[config.mk]
export PLATFORM = sky130hd
export DESIGN_NAME = ball_engine
export DESIGN_NICKNAME = d
export VERILOG_FILES = /design/src/rtl/ball_engine.sv
export SDC_FILE = /design/constraint.sdc
export NUM_CORES = 1
export LEC_CHECK = 0
export CAP_MARGIN = 25
export CORE_MARGIN = 3
export CORE_UTILIZATION = 58
export CTS_CLUSTER_SIZE = 24
export DETAILED_ROUTE_END_ITERATION = 6
export PLACE_DENSITY = 0.87
export SETUP_SLACK_MARGIN = 0.02
export SYNTH_ARGS = -nofsm -noshare
export SYNTH_HDL_FRONTEND = slang
export SYNTH_SLANG_ARGS = --single-unit
[constraint.sdc]
create_clock -name i_clk -period 25.9 [get_ports i_clk]
set_input_delay 5.18 -clock i_clk [delete_from_list [all_inputs] [get_ports i_clk]]
set_output_delay 5.18 -clock i_clk [all_outputs]
set_load 0.05 [all_outputs]
[src/rtl/ball_engine.sv]
// ball_engine: breakout ball mover with serve/miss/over sequencing, lives,
// saturating score and per-block hit bookkeeping for NBLK blocks.
// Build option: define BALL_SPEED_RAMP_EN to raise the x/y step by one every
// RAMP_HITS paddle hits (capped at MAX_INC); otherwise steps are INC_X/INC_Y.
//
// state | meaning
// IDLE  | game mode off or not started, ball parked at serve point
// SERVE | ball held at serve point for SERVE_FRAMES gated strobes
// PLAY  | ball moving, walls/paddle/blocks/score active
// MISS  | single cycle, one life taken
// OVER  | game lost or won, waits for start
module ball_engine #(
  parameter int CW              = 12,
  parameter int NBLK            = 17,
  parameter int SW              = 9,
  parameter int LW              = 3,
  parameter int LIVES           = 3,
  parameter int H_SIZE          = 8,
  parameter int IX              = 320,
  parameter int IY              = 240,
  parameter int IY_DIR          = 0,
  parameter int INC_X           = 3,
  parameter int INC_Y           = 3,
  parameter int MAX_INC         = 7,
  parameter int RAMP_HITS       = 4,
  parameter int SCORE_PER_BLOCK = 5,
  parameter int SERVE_FRAMES    = 60,
  parameter int PY              = 460,
  parameter int PH              = 10,
  parameter int D_WIDTH         = 640,
  parameter int D_HEIGHT        = 480
) (
  input  logic              i_clk,
  input  logic              i_rst,
  input  logic              i_ani_stb,
  input  logic              i_animate,
  input  logic              i_mode,
  input  logic              i_start,
  input  logic [CW-1:0]     i_pad_x1,
  input  logic [CW-1:0]     i_pad_x2,
  input  logic [1:0]        i_com,
  input  logic [2*NBLK-1:0] i_hit_block,
  output logic [CW-1:0]     o_x,
  output logic [CW-1:0]     o_y,
  output logic [CW-1:0]     o_x1,
  output logic [CW-1:0]     o_x2,
  output logic [CW-1:0]     o_y1,
  output logic [CW-1:0]     o_y2,
  output logic [SW-1:0]     o_score,
  output logic [LW-1:0]     o_lives,
  output logic [2:0]        o_state,
  output logic              o_endgame,
  output logic [NBLK-1:0]   o_col_detected
);

  typedef enum logic [2:0] {IDLE = 3'd0, SERVE = 3'd1, PLAY = 3'd2, MISS = 3'd3, OVER = 3'd4} state_t;

  localparam int FCW  = $clog2(SERVE_FRAMES + 1);
  localparam int CNTW = $clog2(NBLK + 1);
  localparam int ADDW = SW + CNTW + 8;
  localparam logic [CW-1:0]   X_SERVE   = CW'(IX);
  localparam logic [CW-1:0]   Y_SERVE   = CW'(IY);
  localparam logic [CW-1:0]   X_MIN     = CW'(H_SIZE);
  localparam logic [CW-1:0]   Y_MIN     = CW'(H_SIZE);
  localparam logic [CW-1:0]   X_MAX     = CW'(D_WIDTH - H_SIZE - 1);
  localparam logic [CW-1:0]   Y_MAX     = CW'(D_HEIGHT - H_SIZE - 1);
  localparam logic [CW-1:0]   PAD_TOP   = CW'(PY - PH);
  localparam logic [ADDW-1:0] SCORE_MAX = ADDW'((2 ** SW) - 1);
  localparam logic [FCW-1:0]  FRAME_TC  = FCW'(SERVE_FRAMES - 1);

  state_t           state_q, state_d;
  logic [CW-1:0]    x_q, x_d, y_q, y_d;
  logic             xdir_q, xdir_d, ydir_q, ydir_d;
  logic [SW-1:0]    score_q, score_d;
  logic [LW-1:0]    lives_q, lives_d;
  logic [NBLK-1:0]  col_q, col_d;
  logic             endgame_q, endgame_d;
  logic [FCW-1:0]   frame_q, frame_d;
  logic [15:0]      lfsr_q;

  logic             stb, pad_hit, pad_bounce, serve_entry;
  logic [CW-1:0]    step_x, step_y, x_fwd, x_back, y_fwd, y_back;
  logic [CW:0]      x_sum, y_sum;
  logic [NBLK-1:0]  new_hit;
  logic             v_any, h_any;
  logic [CNTW-1:0]  hit_cnt;
  logic [ADDW-1:0]  score_sum;
  logic [SW-1:0]    score_sat;

  assign stb  = i_ani_stb & i_animate;
  assign o_x  = x_q;
  assign o_y  = y_q;
  assign o_x1 = x_q - CW'(H_SIZE);
  assign o_x2 = x_q + CW'(H_SIZE);
  assign o_y1 = y_q - CW'(H_SIZE);
  assign o_y2 = y_q + CW'(H_SIZE);
  assign o_score        = score_q;
  assign o_lives        = lives_q;
  assign o_state        = state_q;
  assign o_endgame      = endgame_q;
  assign o_col_detected = col_q;

  assign pad_hit    = ydir_q && (o_y2 >= PAD_TOP) && (o_x1 <= i_pad_x2) && (o_x2 >= i_pad_x1);
  assign pad_bounce = (state_q == PLAY) && stb && pad_hit;
  assign serve_entry = (state_d == SERVE) && (state_q != SERVE);

  // Clamped candidate positions; the extra bit keeps the add from wrapping.
  assign x_sum  = {1'b0, x_q} + {1'b0, step_x};
  assign y_sum  = {1'b0, y_q} + {1'b0, step_y};
  assign x_fwd  = (x_sum >= {1'b0, X_MAX}) ? X_MAX : x_sum[CW-1:0];
  assign y_fwd  = (y_sum >= {1'b0, Y_MAX}) ? Y_MAX : y_sum[CW-1:0];
  assign x_back = ({1'b0, x_q} <= {1'b0, X_MIN} + {1'b0, step_x}) ? X_MIN : x_q - step_x;
  assign y_back = ({1'b0, y_q} <= {1'b0, Y_MIN} + {1'b0, step_y}) ? Y_MIN : y_q - step_y;

  // Merge block codes from blocks not yet destroyed into one toggle per axis.
  always_comb begin
    new_hit = '0;
    v_any   = 1'b0;
    h_any   = 1'b0;
    hit_cnt = '0;
    for (int k = 0; k < NBLK; k++) begin
      if ((i_hit_block[2*k +: 2] != 2'b00) && !col_q[k]) begin
        new_hit[k] = 1'b1;
        v_any      = v_any | i_hit_block[2*k];
        h_any      = h_any | i_hit_block[2*k+1];
        hit_cnt    = hit_cnt + CNTW'(1);
      end
    end
  end

  assign score_sum = ADDW'(score_q) + ADDW'(hit_cnt) * ADDW'(SCORE_PER_BLOCK);
  assign score_sat = (score_sum > SCORE_MAX) ? {SW{1'b1}} : score_sum[SW-1:0];

`ifdef BALL_SPEED_RAMP_EN
  localparam int HCW = $clog2(RAMP_HITS + 1);
  logic [CW-1:0]  stepx_q, stepx_d, stepy_q, stepy_d;
  logic [HCW-1:0] hits_q, hits_d;

  assign step_x = stepx_q;
  assign step_y = stepy_q;

  // Paddle-hit down-counter; each terminal count bumps both steps up to the ceiling.
  always_comb begin
    stepx_d = stepx_q;
    stepy_d = stepy_q;
    hits_d  = hits_q;
    if (serve_entry || (state_d == IDLE)) begin
      stepx_d = CW'(INC_X);
      stepy_d = CW'(INC_Y);
      hits_d  = HCW'(RAMP_HITS - 1);
    end else if (pad_bounce) begin
      if (hits_q == '0) begin
        hits_d = HCW'(RAMP_HITS - 1);
        if (stepx_q < CW'(MAX_INC)) stepx_d = stepx_q + CW'(1);
        if (stepy_q < CW'(MAX_INC)) stepy_d = stepy_q + CW'(1);
      end else begin
        hits_d = hits_q - HCW'(1);
      end
    end
  end

  // Ramp registers
  always_ff @(posedge i_clk or posedge i_rst) begin
    if (i_rst) begin
      stepx_q <= CW'(INC_X);
      stepy_q <= CW'(INC_Y);
      hits_q  <= HCW'(RAMP_HITS - 1);
    end else begin
      stepx_q <= stepx_d;
      stepy_q <= stepy_d;
      hits_q  <= hits_d;
    end
  end
`else
  // Fixed steps, never above the ceiling.
  assign step_x = CW'((INC_X > MAX_INC) ? MAX_INC : INC_X);
  assign step_y = CW'((INC_Y > MAX_INC) ? MAX_INC : INC_Y);
  if (RAMP_HITS < 1) begin : g_ramp_hits_unset
  end
`endif

  // Next-state, motion, collision and bookkeeping; mode low overrides everything.
  always_comb begin
    state_d   = state_q;
    x_d       = x_q;
    y_d       = y_q;
    xdir_d    = xdir_q;
    ydir_d    = ydir_q;
    score_d   = score_q;
    lives_d   = lives_q;
    col_d     = col_q;
    endgame_d = endgame_q;
    frame_d   = frame_q;
    case (state_q)
      IDLE: begin
        x_d    = X_SERVE;
        y_d    = Y_SERVE;
        xdir_d = 1'b0;
        ydir_d = (IY_DIR != 0);
        if (i_start) begin
          state_d = SERVE;
          score_d = '0;
          lives_d = LW'(LIVES);
          col_d   = '0;
          xdir_d  = lfsr_q[0];
          frame_d = FRAME_TC;
        end
      end
      SERVE: begin
        if (stb) begin
          if (frame_q == '0) state_d = PLAY;
          else               frame_d = frame_q - FCW'(1);
        end
      end
      PLAY: begin
        if (stb) begin
          x_d     = xdir_q ? x_fwd : x_back;
          y_d     = ydir_q ? y_fwd : y_back;
          col_d   = col_q | new_hit;
          score_d = score_sat;
          if (h_any) xdir_d = ~xdir_q;
          if (v_any) ydir_d = ~ydir_q;
          if (x_q <= X_MIN + CW'(1)) xdir_d = 1'b1;
          if (x_q >= X_MAX)          xdir_d = 1'b0;
          if (y_q <= Y_MIN + CW'(1)) ydir_d = 1'b1;
          if (pad_hit) begin
            ydir_d = 1'b0;
            if (i_com == 2'b10)      xdir_d = 1'b0;
            else if (i_com == 2'b01) xdir_d = 1'b1;
          end
          if (&(col_q | new_hit)) begin
            state_d   = OVER;
            endgame_d = 1'b1;
          end else if ((y_q >= Y_MAX) && !pad_hit) begin
            state_d = MISS;
          end
        end
      end
      MISS: begin
        lives_d = lives_q - LW'(1);
        x_d     = X_SERVE;
        y_d     = Y_SERVE;
        ydir_d  = (IY_DIR != 0);
        if (lives_q <= LW'(1)) begin
          state_d   = OVER;
          endgame_d = 1'b1;
        end else begin
          state_d = SERVE;
          xdir_d  = lfsr_q[0];
          frame_d = FRAME_TC;
        end
      end
      OVER: begin
        x_d       = X_SERVE;
        y_d       = Y_SERVE;
        ydir_d    = (IY_DIR != 0);
        endgame_d = 1'b1;
        if (i_start) begin
          state_d   = SERVE;
          lives_d   = LW'(LIVES);
          score_d   = '0;
          col_d     = '0;
          endgame_d = 1'b0;
          xdir_d    = lfsr_q[0];
          frame_d   = FRAME_TC;
        end
      end
      default: state_d = IDLE;
    endcase
    if (!i_mode) begin
      state_d   = IDLE;
      x_d       = X_SERVE;
      y_d       = Y_SERVE;
      xdir_d    = 1'b0;
      ydir_d    = (IY_DIR != 0);
      score_d   = '0;
      lives_d   = LW'(LIVES);
      col_d     = '0;
      endgame_d = 1'b0;
    end
  end

  // State, datapath and free-running serve-direction LFSR registers
  always_ff @(posedge i_clk or posedge i_rst) begin
    if (i_rst) begin
      state_q   <= IDLE;
      x_q       <= X_SERVE;
      y_q       <= Y_SERVE;
      xdir_q    <= 1'b0;
      ydir_q    <= (IY_DIR != 0);
      score_q   <= '0;
      lives_q   <= LW'(LIVES);
      col_q     <= '0;
      endgame_q <= 1'b0;
      frame_q   <= FRAME_TC;
      lfsr_q    <= 16'hACE1;
    end else begin
      state_q   <= state_d;
      x_q       <= x_d;
      y_q       <= y_d;
      xdir_q    <= xdir_d;
      ydir_q    <= ydir_d;
      score_q   <= score_d;
      lives_q   <= lives_d;
      col_q     <= col_d;
      endgame_q <= endgame_d;
      frame_q   <= frame_d;
      lfsr_q    <= {lfsr_q[0] ^ lfsr_q[2] ^ lfsr_q[3] ^ lfsr_q[5], lfsr_q[15:1]};
    end
  end

endmodule

==> summary.txt <==
Hold path
  – Hold/Removal Path Class: reg -> reg
  – WHS Path Cells: 0

CTS
  – Setup Buffers After CTS: 0
  – Clock tree buffer depth: 2
  – Post-CTS Hold Buffers: 0
  – Clk Latency, worst-skew pair: ~0.35 ns
  – Clock root buffer: clkbuf_16
  – TritonCTS buffer count: 9
  – Clock Sinks: 81
  – Cts repair resizes: 0
  – CTS tree: built
  – Clk slew on worst S/H paths: around 0.070 ns
  – H-tree depth: 3

STA
  – Final count of hold timing violations: 0
  – Period utilization: approximately three fifths
  – Total Neg Setup Slack: 0 ns
  – Final min period: about 16 ns
  – Clk_skew: about 0.0073 ns
  – Max-slew violation count: 0
  – RSZ-0062 raised after global routing: false
  – Hold_ws: 0.351 ns
  – Relative slew slack: 43.3%
  – Slew @ Worst Pin: about 0.84 ns
  – FMAX: 62.8 MHz
  – Setup violations, final: 0
  – Worst setup margin: 9.97 ns

Critical path
  – WP data required: roughly 26 ns
  – Reg2Reg Depth: 50
  – Critical path capture point type: register
  – CP max-delay cell: or4b_1
  – Crit path buf inv count: 6
  – Setup crit start kind: input port
  – WS Path Type: in -> reg
  – CP Max Fanout: 8
  – CP delay by family, top: adder cells
  – Most frequent cell on the critical path: ha_1
  – WP data arrival: roughly 16 ns
  – Max stage delay on crit path: roughly 0.55 ns
  – Stages on worst setup path: between 50 and 60

Synthesis
  – Post-Syn Instances: 1113
  – Simple-gate share of the synthesized area: 20.2%
  – Yosys warnings: 0
  – Adder-Cell Fraction of Synth Area: 11.7%
  – Largest family of logic cells by synthesized area: compound AO/OA/AOI/OAI gates
  – Top cells by count, synth: nand2_1 (139), nor2_1 (120), o21ai_0 (94), inv_1 (89), xnor2_1 (75)
  – Mapped Area: 8570 µm²
  – Syn Nets: 1257
  – Number of synthesized flops with an enable pin: 0
  – Synth top area cells: dfrtp_1 (18%), ha_1 (11%), xnor2_1 (7.7%)
  – Syn_area_per_cell: 7.70 µm²
  – Synth top area share: 17.5%
  – Synth area leader: dfrtp_1
  – Seq/Total Area, Yosys: roughly a quarter
  – XOR/XNOR Fraction of Synth Area: 13.8%
  – Fraction of registers with async set/reset: between 90% and 100%
  – Mux cell area share after synthesis: under 10%
  – Synth Area in Compound Gates: 22.0%
  – Netlist cell types: 77
  – Post-synth top flop: dfrtp_1
  – Most frequent cell after synthesis: nand2_1
  – Synthesis-stage register bit count: 81

Layout
  – Share of layout cells above drive strength 1: 5.68%
  – Antenna cells: 0
  – Layout Nets: 1388
  – Area grow syn2layout: 23.4%
  – Fin util: around 75%

Route
  – Via density: 6.03
  – Drt wl/cell: 17.3 µm
  – Total wire length: 24800 µm
  – First drt pass iteration count: 6
  – DRT iter0 DRCs: 779
  – DR DRC count: 0
  – Total number of vias: 8611
  – Final ANT Viol Nets: 0

Outcome
  – Status: complete, no violations

GRT
  – Largest net degree at the start of global routing: 67
  – Initial antenna violation count: 0
  – GR Overflow Total: 0
  – Global-route wire length before repair: between 30000 and 40000 µm
  – All-Layer GR Usage: 29.9%
  – Vias in the first global route: 7965

Place
  – Setup WS pre-CTS: 9.82 ns
  – PortBufs: 170
  – Gpl congestion: about 0.97
  – Final HPWL DP: 19100 µm

Die
  – Die Wd: 128 µm
  – DIE AREA: 16300 µm²
  – Site row count: 43
  – Die Y: about 130 µm
  – Core area: 14100 µm²
  – I/O pin cnt: 171
  – Initial Util: about 61%

Job
  – Max Cap Viol: 0
-- placed cells by master, fill, tap and decap left out, types with 5 or more instances in the layout --
master           count
a2111oi_0            5
a21o_1              17
a21oi_1             65
a221oi_1             6
a22o_1              10
a31oi_1             11
and2_1               7
and3_1               9
clkbuf_16            9
clkdlybuf4s50_1    170
dfrtp_1             60
dfstp_2             21
ha_1                74
inv_1               88
mux2_2               5
mux2i_1              6
nand2_1            139
nand2b_1             7
nand3_1             30
nand4_1              9
nor2_1             120
nor2b_1             10
nor3_1              32
o211ai_1             5
o21ai_0             94
o21bai_1             6
o31ai_1             13
o41ai_1              5
or2_2                5
or3_1                9
xnor2_1             75
xor2_1              30
-- path summary, 6_finish.rpt --
kind	start	to	slack, ns
max	i_hit_block[1]	o_score[2]$_DFFE_PP0P_	9.97
min	lfsr_q[8]$_DFF_PP0_	lfsr_q[7]$_DFF_PP1_	0.35
min reg2reg	lfsr_q[8]$_DFF_PP0_	lfsr_q[7]$_DFF_PP1_	0.35
max reg2reg	o_col_detected[1]$_DFFE_PP0P_	o_score[2]$_DFFE_PP0P_	14.88
min in group asynchronous	i_rst	o_score[2]$_DFFE_PP0P_	5.11
max in group asynchronous	i_rst	o_y[8]$_DFFE_PP0P_	19.67
-- routing by layer --
layer	global-route usage [%]	routed length [µm]	up-vias
met1	41.3	10800	4058
met3	5.60	1960	37
met5	0	0	-
met2	48.6	11700	382
li1	-	-	4134
met4	7.49	401	0
-- metrics by stage --
stage,cells,cell area (µm²)
after floorplan,1113,8570
after global placement,1413,10300
after detailed placement,1413,10300
after CTS,1429,10600
after global routing,1429,10600
final,1429,10600
-- cells by family (layout without fill, tap and decap cells) --
| group | after synthesis | in the layout |
|---|---|---|
| AOI/OAI and AO/OA | 291 | 291 |
| xor gates and xnor gates | 117 | 117 |
| muxes | 11 | 11 |
| adders and majority gates | 78 | 78 |
| buffers and inverters | 145 | 281 |
| DFF | 81 | 81 |
| and+or+nand+nor | 390 | 390 |
-- cell type report --
cell class | count | area, µm²
clock buffers | 9 | 225
clock inverters | 7 | 85.1
fillers | 1095 | 3570
inverters | 91 | 345
multi-input cells | 887 | 5920
flip-flops and latches | 81 | 2050
well taps | 180 | 225
repair buffers | 174 | 1730
-- registers in the layout, summed over array words and instances (netlist names) --
signal	cells
o_col_detected	17
lfsr_q	16
o_x	12
o_y	12
o_score	9
frame_q	6
o_lives	3
o_state	3
o_endgame	1
xdir_q	1
ydir_q	1
Power is left out: the tool's default activity adds up to more than one toggle a clock period on the data nets, which glitch-free logic cannot reach.
